### src/rtl/mem_arb2.sv
// mem_arb2 -- two-requester round-robin arbiter in front of a single-port memory
//
// Grants at most one memory access per cycle. Contention is resolved by a
// round-robin pointer that flips to the losing requester. Reads return with a
// fixed latency of one cycle and are steered back to the requester that issued
// them. Writes complete at acceptance.
//
// Optional feature (macro MEM_ARB_CLEAR_EN): after reset the arbiter sweeps
// addresses 0..CLR_DEPTH-1 to zero, one word per cycle, with busy=1 and both
// readies held low. Without the macro, serving starts right after reset and
// busy is tied low.
//
// Ports
//   clk                 clock
//   rst                 synchronous, active-high reset
//   rN_valid/rN_ready   request handshake for requester N (accept = valid & ready)
//   rN_we               1 = write, 0 = read
//   rN_addr/rN_wdata    request address / write data
//   rN_rvalid/rN_rdata  one-cycle read-return pulse and its data (data holds after)
//   busy                high during the post-reset clear sweep
//   mem_cs/mem_we       memory chip select / write enable
//   mem_addr/mem_din    memory address / write data (hold when idle)
//   mem_dout            memory read data, valid one cycle after a read
module mem_arb2 #(
   parameter int AW        = 12,
   parameter int DW        = 16,
   parameter int CLR_DEPTH = 8
) (
   input  logic          clk,
   input  logic          rst,
   input  logic          r0_valid,
   output logic          r0_ready,
   input  logic          r0_we,
   input  logic [AW-1:0] r0_addr,
   input  logic [DW-1:0] r0_wdata,
   output logic          r0_rvalid,
   output logic [DW-1:0] r0_rdata,
   input  logic          r1_valid,
   output logic          r1_ready,
   input  logic          r1_we,
   input  logic [AW-1:0] r1_addr,
   input  logic [DW-1:0] r1_wdata,
   output logic          r1_rvalid,
   output logic [DW-1:0] r1_rdata,
   output logic          busy,
   output logic          mem_cs,
   output logic          mem_we,
   output logic [AW-1:0] mem_addr,
   output logic [DW-1:0] mem_din,
   input  logic [DW-1:0] mem_dout
);

   logic          serving;      // arbitration enabled this cycle (state only, rst gated separately)
   logic          clr_active;   // clear-sweep write happening this cycle
   logic [AW-1:0] clr_addr;

   logic          rr_ptr_reg;   // requester that wins the next contention
   logic [1:0]    rd_tag_reg;   // one-hot: which requester has a read returning now
   logic [AW-1:0] addr_hold_reg;
   logic [DW-1:0] din_hold_reg;
   logic [DW-1:0] rdata_hold_reg [2];

   logic [1:0]    req;
   logic [1:0]    grant;
   logic [1:0]    req_we;
   logic          sel_we;
   logic [AW-1:0] sel_addr;
   logic [DW-1:0] sel_din;
   logic [1:0]    rvalid;
   logic [DW-1:0] rdata [2];

`ifdef MEM_ARB_CLEAR_EN
   localparam int CW = (CLR_DEPTH > 1) ? $clog2(CLR_DEPTH) : 1;
   localparam logic [CW-1:0] CLR_LAST = CW'(CLR_DEPTH - 1);

   typedef enum logic {ST_CLEAR, ST_SERVE} state_t;

   state_t        state_reg;
   logic [CW-1:0] clr_cnt_reg;

   // Sweep one address per cycle; leaving on the last address makes the
   // sweep exactly CLR_DEPTH cycles long.
   always_ff @(posedge clk) begin
      if (rst) begin
         state_reg   <= ST_CLEAR;
         clr_cnt_reg <= '0;
      end else if (state_reg == ST_CLEAR) begin
         if (clr_cnt_reg == CLR_LAST) begin
            state_reg   <= ST_SERVE;
            clr_cnt_reg <= '0;
         end else begin
            clr_cnt_reg <= clr_cnt_reg + 1'b1;
         end
      end
   end

   assign serving    = (state_reg == ST_SERVE);
   assign clr_active = !rst && (state_reg == ST_CLEAR);
   assign busy       = (state_reg == ST_CLEAR);
   assign clr_addr   = AW'(clr_cnt_reg);
`else
   assign serving    = 1'b1;
   assign clr_active = 1'b0;
   assign busy       = 1'b0;
   assign clr_addr   = '0;
`endif

   assign req    = {r1_valid, r0_valid};
   assign req_we = {r1_we, r0_we};

   // Requests seen during reset are refused so nothing is accepted (and no
   // read tag is set) in the reset cycle.
   always_comb begin
      grant = 2'b00;
      if (!rst && serving) begin
         grant[0] = req[0] & (~req[1] | ~rr_ptr_reg);
         grant[1] = req[1] & ~grant[0];
      end
   end

   assign r0_ready = grant[0];
   assign r1_ready = grant[1];

   assign sel_we   = grant[1] ? r1_we    : r0_we;
   assign sel_addr = grant[1] ? r1_addr  : r0_addr;
   assign sel_din  = grant[1] ? r1_wdata : r0_wdata;

   always_comb begin
      mem_cs   = 1'b0;
      mem_we   = 1'b0;
      mem_addr = addr_hold_reg;
      mem_din  = din_hold_reg;
      if (clr_active) begin
         mem_cs   = 1'b1;
         mem_we   = 1'b1;
         mem_addr = clr_addr;
         mem_din  = '0;
      end else if (|grant) begin
         mem_cs   = 1'b1;
         mem_we   = sel_we;
         mem_addr = sel_addr;
         mem_din  = sel_din;
      end
   end

   always_ff @(posedge clk) begin
      if (rst) begin
         rr_ptr_reg    <= 1'b0;
         rd_tag_reg    <= 2'b00;
         addr_hold_reg <= '0;
         din_hold_reg  <= '0;
      end else begin
         // Winner is rr_ptr_reg on contention, so toggling hands priority to the loser.
         if (serving && (&req))
            rr_ptr_reg <= ~rr_ptr_reg;
         rd_tag_reg <= grant & ~req_we;
         if (mem_cs) begin
            addr_hold_reg <= mem_addr;
            din_hold_reg  <= mem_din;
         end
      end
   end

   // Per-requester read return: pulse straight from the tag, data passes
   // mem_dout through during the pulse and holds it afterwards.
   generate
      for (genvar gi = 0; gi < 2; gi++) begin : g_ret
         assign rvalid[gi] = rd_tag_reg[gi] & ~rst;
         assign rdata[gi]  = rvalid[gi] ? mem_dout : rdata_hold_reg[gi];

         always_ff @(posedge clk) begin
            if (rst)
               rdata_hold_reg[gi] <= '0;
            else if (rd_tag_reg[gi])
               rdata_hold_reg[gi] <= mem_dout;
         end
      end
   endgenerate

   assign r0_rvalid = rvalid[0];
   assign r1_rvalid = rvalid[1];
   assign r0_rdata  = rdata[0];
   assign r1_rdata  = rdata[1];

endmodule
### config.mk
export PLATFORM = sky130hd
export DESIGN_NAME = mem_arb2
export DESIGN_NICKNAME = d
export VERILOG_FILES = /design/src/rtl/mem_arb2.sv
export SDC_FILE = /design/constraint.sdc
export NUM_CORES = 1
export LEC_CHECK = 0
export BUFFER_PORTS_ARGS = -buffer_cell sky130_fd_sc_hd__buf_2
export CAP_MARGIN = 20
export CORE_MARGIN = 2
export CORE_UTILIZATION = 53
export DETAILED_ROUTE_END_ITERATION = 8
export GPL_TIMING_DRIVEN = 0
export HOLD_SLACK_MARGIN = 0.06
export PLACE_DENSITY = 0.94
export SYNTH_ARGS = -nofsm -noshare
export SYNTH_HDL_FRONTEND = slang
export SYNTH_SLANG_ARGS = --single-unit
### constraint.sdc
create_clock -name clk -period 4.32 [get_ports clk]
set_clock_uncertainty 0.1 [all_clocks]
set_input_delay 0.864 -clock clk [delete_from_list [all_inputs] [get_ports clk]]
set_output_delay 0.864 -clock clk [all_outputs]
set_load 0.005 [all_outputs]
* Word level (Yosys, flattened, before mapping)
Memory sizes are Yosys's and may differ from the RTL's.
Cells that the tools add are included.
** Word-level totals
- Memories :: 1
- Output and inout bits :: 67
- Register bits :: 31
- Word-level logic and storage cells :: 40
- Memory bits (writable) :: 32
** Operators by class
- Bitwise operators :: 13
- Multiplexer cells :: 20
- Reductions and logical operators :: 2
** Memory list
- rdata_hold_reg :: words 2, width 16, rd ports 2, clocked after Yosys merged registers in 0, write ports 2, RTL line 61 : logic [DW-1:0] rdata_hold_reg [2];
** Operator list (number)
- 16-bit two-way mux :: 6
- 12-bit two-way mux :: 2
- 1-bit two-way mux :: 11
- 1-bit bitwise AND :: 4
- 1-bit inverter :: 4
- 1-bit OR :: 3
- 2-bit bitwise AND :: 1
- 2-bit two-way mux :: 1
- 2-bit inverter :: 1
- 2-bit AND reduction :: 1
- 2-bit OR reduction :: 1

* Depth between registers and ports, before layout
Gate-level depths: netlist of the first run.
- Word-level depth :: 8
- Mapped depth :: 6
- Depth with buffers taken out :: 3

* Worst setup path before layout of the first run
OpenSTA, ideal clock, no wires.
- Path type :: input to output
- Start point :: input rst
- End point :: output r0_rdata[12]
- Arrival :: 1.732 ns
- Setup slack :: 1.624 ns
- Stages on the path :: 5
- Path buffers :: 3
- Path through :: buf_6 nor2b_1 buf_2 buf_2 mux2_2
** On the way
- Longest elaborated chain between the ends :: 3
** RTL lines
- start, declared :: RTL line 30 : input logic rst,
- 1-bit inverter :: RTL line 168 : assign rvalid[gi] = rd_tag_reg[gi] & ~rst;
- 1-bit bitwise AND :: RTL line 168
- 16-bit two-way mux :: RTL line 169 : assign rdata[gi] = rvalid[gi] ? mem_dout : rdata_hold_reg[gi];
- end, declared :: RTL line 37 : output logic [DW-1:0] r0_rdata,
No other way between the ends.

* Final worst setup path of the first run
- Start point :: input r1_valid
- End point :: output mem_addr[6]
** On the way
- Longest elaborated chain between the ends :: 8
- Elaborated cells on any way between the ends :: 9
** RTL lines
- start, declared :: RTL line 38 : input logic r1_valid,
- 1-bit inverter :: RTL line 116 : grant[0] = req[0] & (~req[1] | ~rr_ptr_reg);
- 1-bit OR :: RTL line 116
- 1-bit bitwise AND :: RTL line 116
- 1-bit inverter :: RTL line 117 : grant[1] = req[1] & ~grant[0];
- 1-bit bitwise AND :: RTL line 117
- 2-bit two-way mux (*) :: RTL line 115 : if (!rst && serving) begin
- 12-bit two-way mux or 2-bit OR reduction (tied branches) :: RTL line 125, 138
- 12-bit two-way mux (*) :: RTL line 138 : end else if (|grant) begin
- end, declared :: RTL line 48 : output logic [AW-1:0] mem_addr,
Every way passes the cells marked *; elsewhere a longest branch is shown, timed or not.

==> results by group, run 1 <==
Status
  • Status: finished clean

Yosys
  • Seq cells post-synth: 63
  • Register area share after synthesis: 0.416
  • Synth warn: 0
  • Main flop type after synthesis: edfxtp_1
  • Post-synthesis cell type count: 31
  • Synthesized area: 3800 um^2
  • Cells after Synth: 353
  • Avg Cell Area, Syn: 10.8 um^2
  • Syn_nets: 431
  • Number of synthesized flops with an enable pin: 32
  • Post-synth ARST share: 0

Finish
  • Layout cell share with drive strength beyond 1: 0.536
  • Max reg flops: 32
  • Nets: 584
  • Diodes inserted: 0
  • Design Area, Final: 4880 um^2
  • Area growth syn-to-layout: 28.2%
  • Final Core Density: 0.710

Floorplanning
  • I/O pins: 145
  • Die area: 7870 um^2
  • Die height: 88.7 um
  • Width of the die: 88.7 um
  • # rows: 30
  • Initial Utilization: 0.554
  • Core ar.: 6870 um^2

Pwr
  • Leak Pwr: 2.12 nW
  • Pwr dens: 335 nW/um^2
  • VDD IR max: 189 uV

Worst hold path
  • Min-Delay Path Class: flop to flop
  • Hold_sp: din_hold_reg[15]

Clocking
  • Root buf cell: clkbuf_8
  • # hold bufs at CTS: 0
  • Worst-path clk slew: 70 ps
  • Clock Latency Late Sink: 340 ps
  • Clock buffer depth: 2
  • Clock buffer count from CTS: 9
  • Max H-tree Level: 3
  • CTS-repair resized insts: 0
  • Post-CTS Setup Bufs: 0
  • Clock sinks: 63
  • TritonCTS clock tree: yes

STA
  • Tcrit/Tclk final: 0.694
  • Final setup vio count: 0
  • Final hold violations: 0
  • Post-layout min period: 3000 ps
  • Unrepaired setup endpoints after global routing: false
  • Pins over their slew limit: 0
  • FMAX: 333 MHz
  • Final setup TNS: 0 ps

Critical path
  • Worst-path cell chain: buf_2 -> buf_2 -> a2111oi_2 -> a211oi_1 -> buf_2
  • Critical Path Slowest Stage Cell: a2111oi_2
  • CP startpoint: r1_valid
  • CP max stage delay: 510 ps
  • RR Startpoint: rr_ptr_reg
  • Top fanout value on the critical path: 10
  • Worst Setup End Kind: primary output
  • Worst path top cell family by delay: compound AO/OA/AOI/OAI gates
  • Critical path class: input port to primary output
  • Startpoint type of the worst setup path: input port
  • Worst Path Arrival: 2040 ps
  • WP buf/inv: 3
  • CP Data Required Time: 3360 ps
  • Top cell by count, worst path: buf_2

Route
  • Top sig layer: met4
  • Met3 wire len: 735 um
  • Initial DRC count: 182
  • Total Wirelength: 10.5 mm
  • Routed Antenna Nets: 0
  • Drt pass-1 iters: 5
  • Wl on met1: 4.20 mm
  • Met2 wire length: 5.23 mm
  • Routed wire per std cell: 17.3 um
  • DR vias: 3413
  • DRC: 0
  • Vias per cell: 5.62

Global routing
  • First-pass GRT wire length: 16.2 mm
  • Largest net degree at the start of global routing: 17
  • All-Layer GR Usage: 0.269
  • GRT overflow: 0
  • Vias in the first global route: 3380
  • Antenna violations before repair: 0

Placed design
  • Placer Congestion: 0.872
  • Port Buf Inserts: 142
  • Final HPWL DP: 7.59 mm
  • Post-Place Cell Area: 4630 um^2

Job
  • Max-cap viol count: 0
[worst paths after layout]
| kind | end | slack (ps) | depth (start not counted) |
|---|---|---|---|
| worst min-delay path | din_hold_reg[15] | 440 | 2 |
| worst max-delay path | mem_addr[6] | 1320 | 5 |
| worst max register to register | addr_hold_reg[7] | 2820 | 5 |
| worst min register to register | din_hold_reg[15] | 440 | 2 |
[worst min-delay path, stage by stage (launching register included)]
cell and delay (ps):
dfxtp_1 310, o21ai_1 130, a211oi_1 50
[where the power goes]
group | internal [W] | switching (W) | total [W]
Clock | 0.000384 | 0.000246 | 0.000630
Combinational | 0.000143 | 0.000177 | 0.000319
Sequential | 0.000668 | 0.0000169 | 0.000685
[cells by family (layout without fill, tap and decap cells)]
| kind of cell | after synthesis | after routing | share of synthesized area |
|---|---|---|---|
| and+or+nand+nor | 72 | 72 | 0.0993 |
| AOI/OAI and AO/OA | 117 | 117 | 0.294 |
| other | 1 | 1 | 0.000986 |
| buffers and inverters | 67 | 225 | 0.0931 |
| muxes | 32 | 32 | 0.0947 |
| DFF | 63 | 63 | 0.416 |
| xor gates and xnor gates | 1 | 1 | 0.00230 |
[placed cells by master, fill, tap and decap left out, types with 4 or more instances in the layout]
cell and instances:
a2111oi_2 27, a211oi_1 40, a211oi_2 17, and2_1 32, buf_2 159, buf_4 7, buf_6 7, clkbuf_1 4
clkbuf_8 9, dfxtp_1 31, edfxtp_1 32, inv_1 29, mux2_2 32, nor2_1 29, o21ai_0 21, o21ai_1 8
[layer usage]
| layer | track usage | vias to the layer above |
|---|---|---|
| met1 | 0.331 | 1621 |
| li1 | - | 1613 |
| met4 | 0.143 | 0 |
| met3 | 0.0504 | 29 |
| met2 | 0.445 | 150 |
| met5 | 0 | - |
[synthesized netlist by cell type (2+ instances only)]
| master | n | area share |
|---|---|---|
| buf_4 | 7 | 0.014 |
| dfxtp_1 | 31 | 0.16 |
| nor2b_1 | 3 | 0.0049 |
| clkbuf_1 | 4 | 0.0039 |
| and2_1 | 32 | 0.053 |
| inv_1 | 29 | 0.029 |
| buf_2 | 17 | 0.022 |
| edfxtp_1 | 32 | 0.25 |
| or2_2 | 2 | 0.0033 |
| buf_6 | 7 | 0.021 |
| a211oi_1 | 40 | 0.079 |
| mux2_2 | 32 | 0.095 |
| clkbuf_2 | 2 | 0.0026 |
| o21ai_1 | 8 | 0.011 |
| a2111oi_2 | 27 | 0.11 |
| a211oi_2 | 17 | 0.056 |
| nor2_1 | 29 | 0.029 |
| o21ai_0 | 21 | 0.028 |
[stage by stage]
| step | setup WS [ps] | hold slack [ps] | cells | power (W) |
|---|---|---|---|---|
| 5_1_grt | 1230 | 472 | 607 | 0.00169 |
| 3_3_place_gp | 1370 | 410 | 591 | 0.00100 |
| 6_report | 1320 | 437 | 607 | 0.00163 |
| 2_1_floorplan | 1620 | 398 | 353 | 0.000877 |
| 3_5_place_dp | 1340 | 422 | 591 | 0.00101 |
| 4_1_cts | 1340 | 435 | 607 | 0.00164 |
[final cells by class]
class	instances	area [um^2]
well taps	96	120
multi-input cells	223	1870
repair buffers	142	711
inverters	30	113
flip-flops and latches	63	1580
plain buffers	37	241
clock inverters	7	119
fillers	494	1990
clock buffers	9	124
Note: power is estimated with default switching activity, not from simulation.
==> inputs of run 2 (changes only) <==
--- a/config.mk
+++ b/config.mk
@@ -8,11 +8,11 @@
 export BUFFER_PORTS_ARGS = -buffer_cell sky130_fd_sc_hd__buf_2
 export CAP_MARGIN = 20
 export CORE_MARGIN = 2
-export CORE_UTILIZATION = 53
+export CORE_UTILIZATION = 50
 export DETAILED_ROUTE_END_ITERATION = 8
 export GPL_TIMING_DRIVEN = 0
 export HOLD_SLACK_MARGIN = 0.06
-export PLACE_DENSITY = 0.94
+export PLACE_DENSITY = 0.89
 export SYNTH_ARGS = -nofsm -noshare
 export SYNTH_HDL_FRONTEND = slang
 export SYNTH_SLANG_ARGS = --single-unit
==> constraint.sdc (replaced) <==
create_clock -name clk -period 3 [get_ports clk]
set_clock_uncertainty 0.1 [all_clocks]
set_input_delay 0.6 -clock clk [delete_from_list [all_inputs] [get_ports clk]]
set_output_delay 0.6 -clock clk [all_outputs]
set_load 0.005 [all_outputs]
==> run 2 against run 1 <==
Sequential share of layout area rose by 0.45 points. Clock power rose by 4.8%. Clock-buffer cell count did not move. Hold slack got worse by 110 ps. Global-route usage fell by 1.7 points. Core utilization fell by 5.0 points. Die area rose by 5.7%. Cell area fell by 1.4%. Register-to-register slack got worse by 1300 ps. Critical path type is now flop to primary output. Largest cell class unchanged.
==> results by group, run 2 (synthesis gave the netlist of run 1 again) <==
Status
  • Status: finished clean (unchanged)

Floorplanning
  • Width of the die: 91.2 um (was 88.7 um)
  • Initial Utilization: 0.522 (was 0.554)
  • Die area: 8320 um^2 (was 7870 um^2)
  • Die height: 91.2 um (was 88.7 um)
  • I/O pins: 145 (unchanged)
  • Core ar.: 7290 um^2 (was 6870 um^2)
  • # rows: 31 (was 30)

Finish
  • Commonest cells after routing, fill and taps aside: buf_2, a211oi_1, mux2_2, and2_1, edfxtp_1 (unchanged)
  • Area growth syn-to-layout: 26.5% (was 28.2%)
  • Diodes inserted: 0 (unchanged)
  • Layout cell share with drive strength beyond 1: 0.536 (unchanged)
  • # fillers: 592 (was 494)
  • Multi-input gate area: 1870 um^2 (unchanged)
  • Design Area, Final: 4810 um^2 (was 4880 um^2)
  • Most common cell after layout, fill and taps aside: buf_2 (unchanged)
  • Max reg flops: 32 (unchanged)
  • Register area: 1580 um^2 (unchanged)
  • Nets: 584 (unchanged)

Clocking
  • Clock buffer count from CTS: 9 (unchanged)
  • TritonCTS clock tree: yes (unchanged)
  • Root buf cell: clkbuf_8 (unchanged)
  • Clock buffer depth: 2 (unchanged)
  • Clock sinks: 63 (unchanged)
  • Worst-path clk slew: 80 ps (was 70 ps)
  • Post-CTS Setup Bufs: 0 (unchanged)
  • Max H-tree Level: 3 (unchanged)
  • Clock Latency Late Sink: 340 ps (about the same)
  • CTS-repair resized insts: 0 (unchanged)
  • # hold bufs at CTS: 0 (unchanged)

Critical path
  • Critical path class: flop to primary output (was input port to primary output)
  • Worst Setup End Kind: primary output (unchanged)
  • CP Data Required Time: 2300 ps (was 3360 ps)
  • CP endpoint: mem_din[8] (was mem_addr[6])
  • Worst Path Arrival: 1790 ps (was 2040 ps)
  • Setup slack, reg-to-reg: 1530 ps (was 2820 ps)
  • RR Startpoint: rr_ptr_reg (unchanged)
  • R2R cell count: 5 (unchanged)
  • R2R Path End: addr_hold_reg[7] (unchanged)
  • CP startpoint: rr_ptr_reg (was r1_valid)
  • Startpoint type of the worst setup path: flop (was input port)
  • Top fanout value on the critical path: 10 (unchanged)

Route
  • Drt pass-1 iters: 5 (unchanged)
  • Routed Antenna Nets: 0 (unchanged)
  • Met3 wire len: 809 um (was 735 um)
  • Met2 wire length: 5.11 mm (was 5.23 mm)
  • DR vias: 3408 (was 3413)
  • Total Wirelength: 10.3 mm (was 10.5 mm)
  • Wl on met1: 4.23 mm (was 4.20 mm)
  • Vias per cell: 5.59 (was 5.62)
  • DRC: 0 (unchanged)
  • Top sig layer: met4 (unchanged)
  • Routed wire per std cell: 16.9 um (was 17.3 um)
  • Initial DRC count: 128 (was 182)

Placed design
  • Placer Congestion: 0.817 (was 0.872)
  • Final HPWL DP: 7.51 mm (was 7.59 mm)
  • Port Buf Inserts: 142 (unchanged)
  • Post-Place Cell Area: 4640 um^2 (was 4630 um^2)

Global routing
  • Antenna violations before repair: 0 (unchanged)
  • First-pass GRT wire length: 16.8 mm (was 16.2 mm)
  • Vias in the first global route: 3404 (was 3380)
  • GRT overflow: 0 (unchanged)
  • Largest net degree at the start of global routing: 17 (unchanged)
  • All-Layer GR Usage: 0.252 (was 0.269)

STA
  • Pins over their slew limit: 0 (unchanged)
  • Final setup TNS: 0 ps (unchanged)
  • FMAX: 401 MHz
  • Unrepaired setup endpoints after global routing: false (unchanged)
  • Tcrit/Tclk final: 0.831
  • Final setup vio count: 0 (unchanged)
  • Final hold violations: 0 (unchanged)
  • Post-layout min period: 2490 ps

Pwr
  • VDD IR max: 308 uV (was 189 uV)
  • Pwr dens: 437 nW/um^2 (was 335 nW/um^2)
  • Leak Pwr: 2.09 nW (was 2.12 nW)

Worst hold path
  • Min-Delay Path Class: input port to flop (was flop to flop)

Job
  • Max-cap viol count: 0 (unchanged)
[run 2: critical path: stages, from the launching register on]
cell and delay [ps]:
dfxtp_1 420, buf_2 350, a2111oi_2 140, a211oi_1 350, buf_2 180
[run 2: metal layers]
layer  vias to the layer above  track usage
li1                       1617            -
met1                      1615        0.304
met2                       162        0.443
met3                        14       0.0631
met4                         0       0.0745
met5                         -            0
[run 2: stage by stage]
stage / total power (W) / std cells / hold WS, ps / worst slack [ps] / utilization
2_1_floorplan: 0.00126 / 353 / 398 / 832 / -
4_1_cts: 0.00212 / 610 / 309 / 482 / 0.660
3_3_place_gp: 0.00144 / 594 / 411 / 547 / 0.636
6_report: 0.00210 / 610 / 323 / 506 / 0.660
3_5_place_dp: 0.00146 / 594 / 420 / 514 / 0.636
5_1_grt: 0.00219 / 610 / 318 / 374 / 0.660
[run 2: where the power goes]
group          internal [W]  switching (W)
Sequential         0.000962      0.0000246
Clock              0.000301       0.000359
Combinational      0.000205       0.000250
[run 2: worst min path at each step]
| stage | end | cells after the start | start | slack, ps |
|---|---|---|---|---|
| after CTS | rd_tag_reg[0] | 2 | r0_we | 310 |
| after detailed placement | din_hold_reg[0] | 2 | din_hold_reg[0] | 420 |
| after global placement | din_hold_reg[0] | 2 | din_hold_reg[0] | 410 |
| after floorplan | din_hold_reg[0] | 2 | din_hold_reg[0] | 400 |
| final | rd_tag_reg[0] | 2 | r0_we | 320 |
| after global routing | rd_tag_reg[0] | 2 | r0_we | 320 |
[run 2: layout make-up]
type | instances | area share
timing repair buffer | 142 | 0.148
sequential | 63 | 0.329
tap | 99 | 0.0257
clock inverter | 7 | 0.0101
clock buffer | 9 | 0.0257
inverter | 30 | 0.0234
multi-input combinational | 223 | 0.388
buffer | 37 | 0.0502
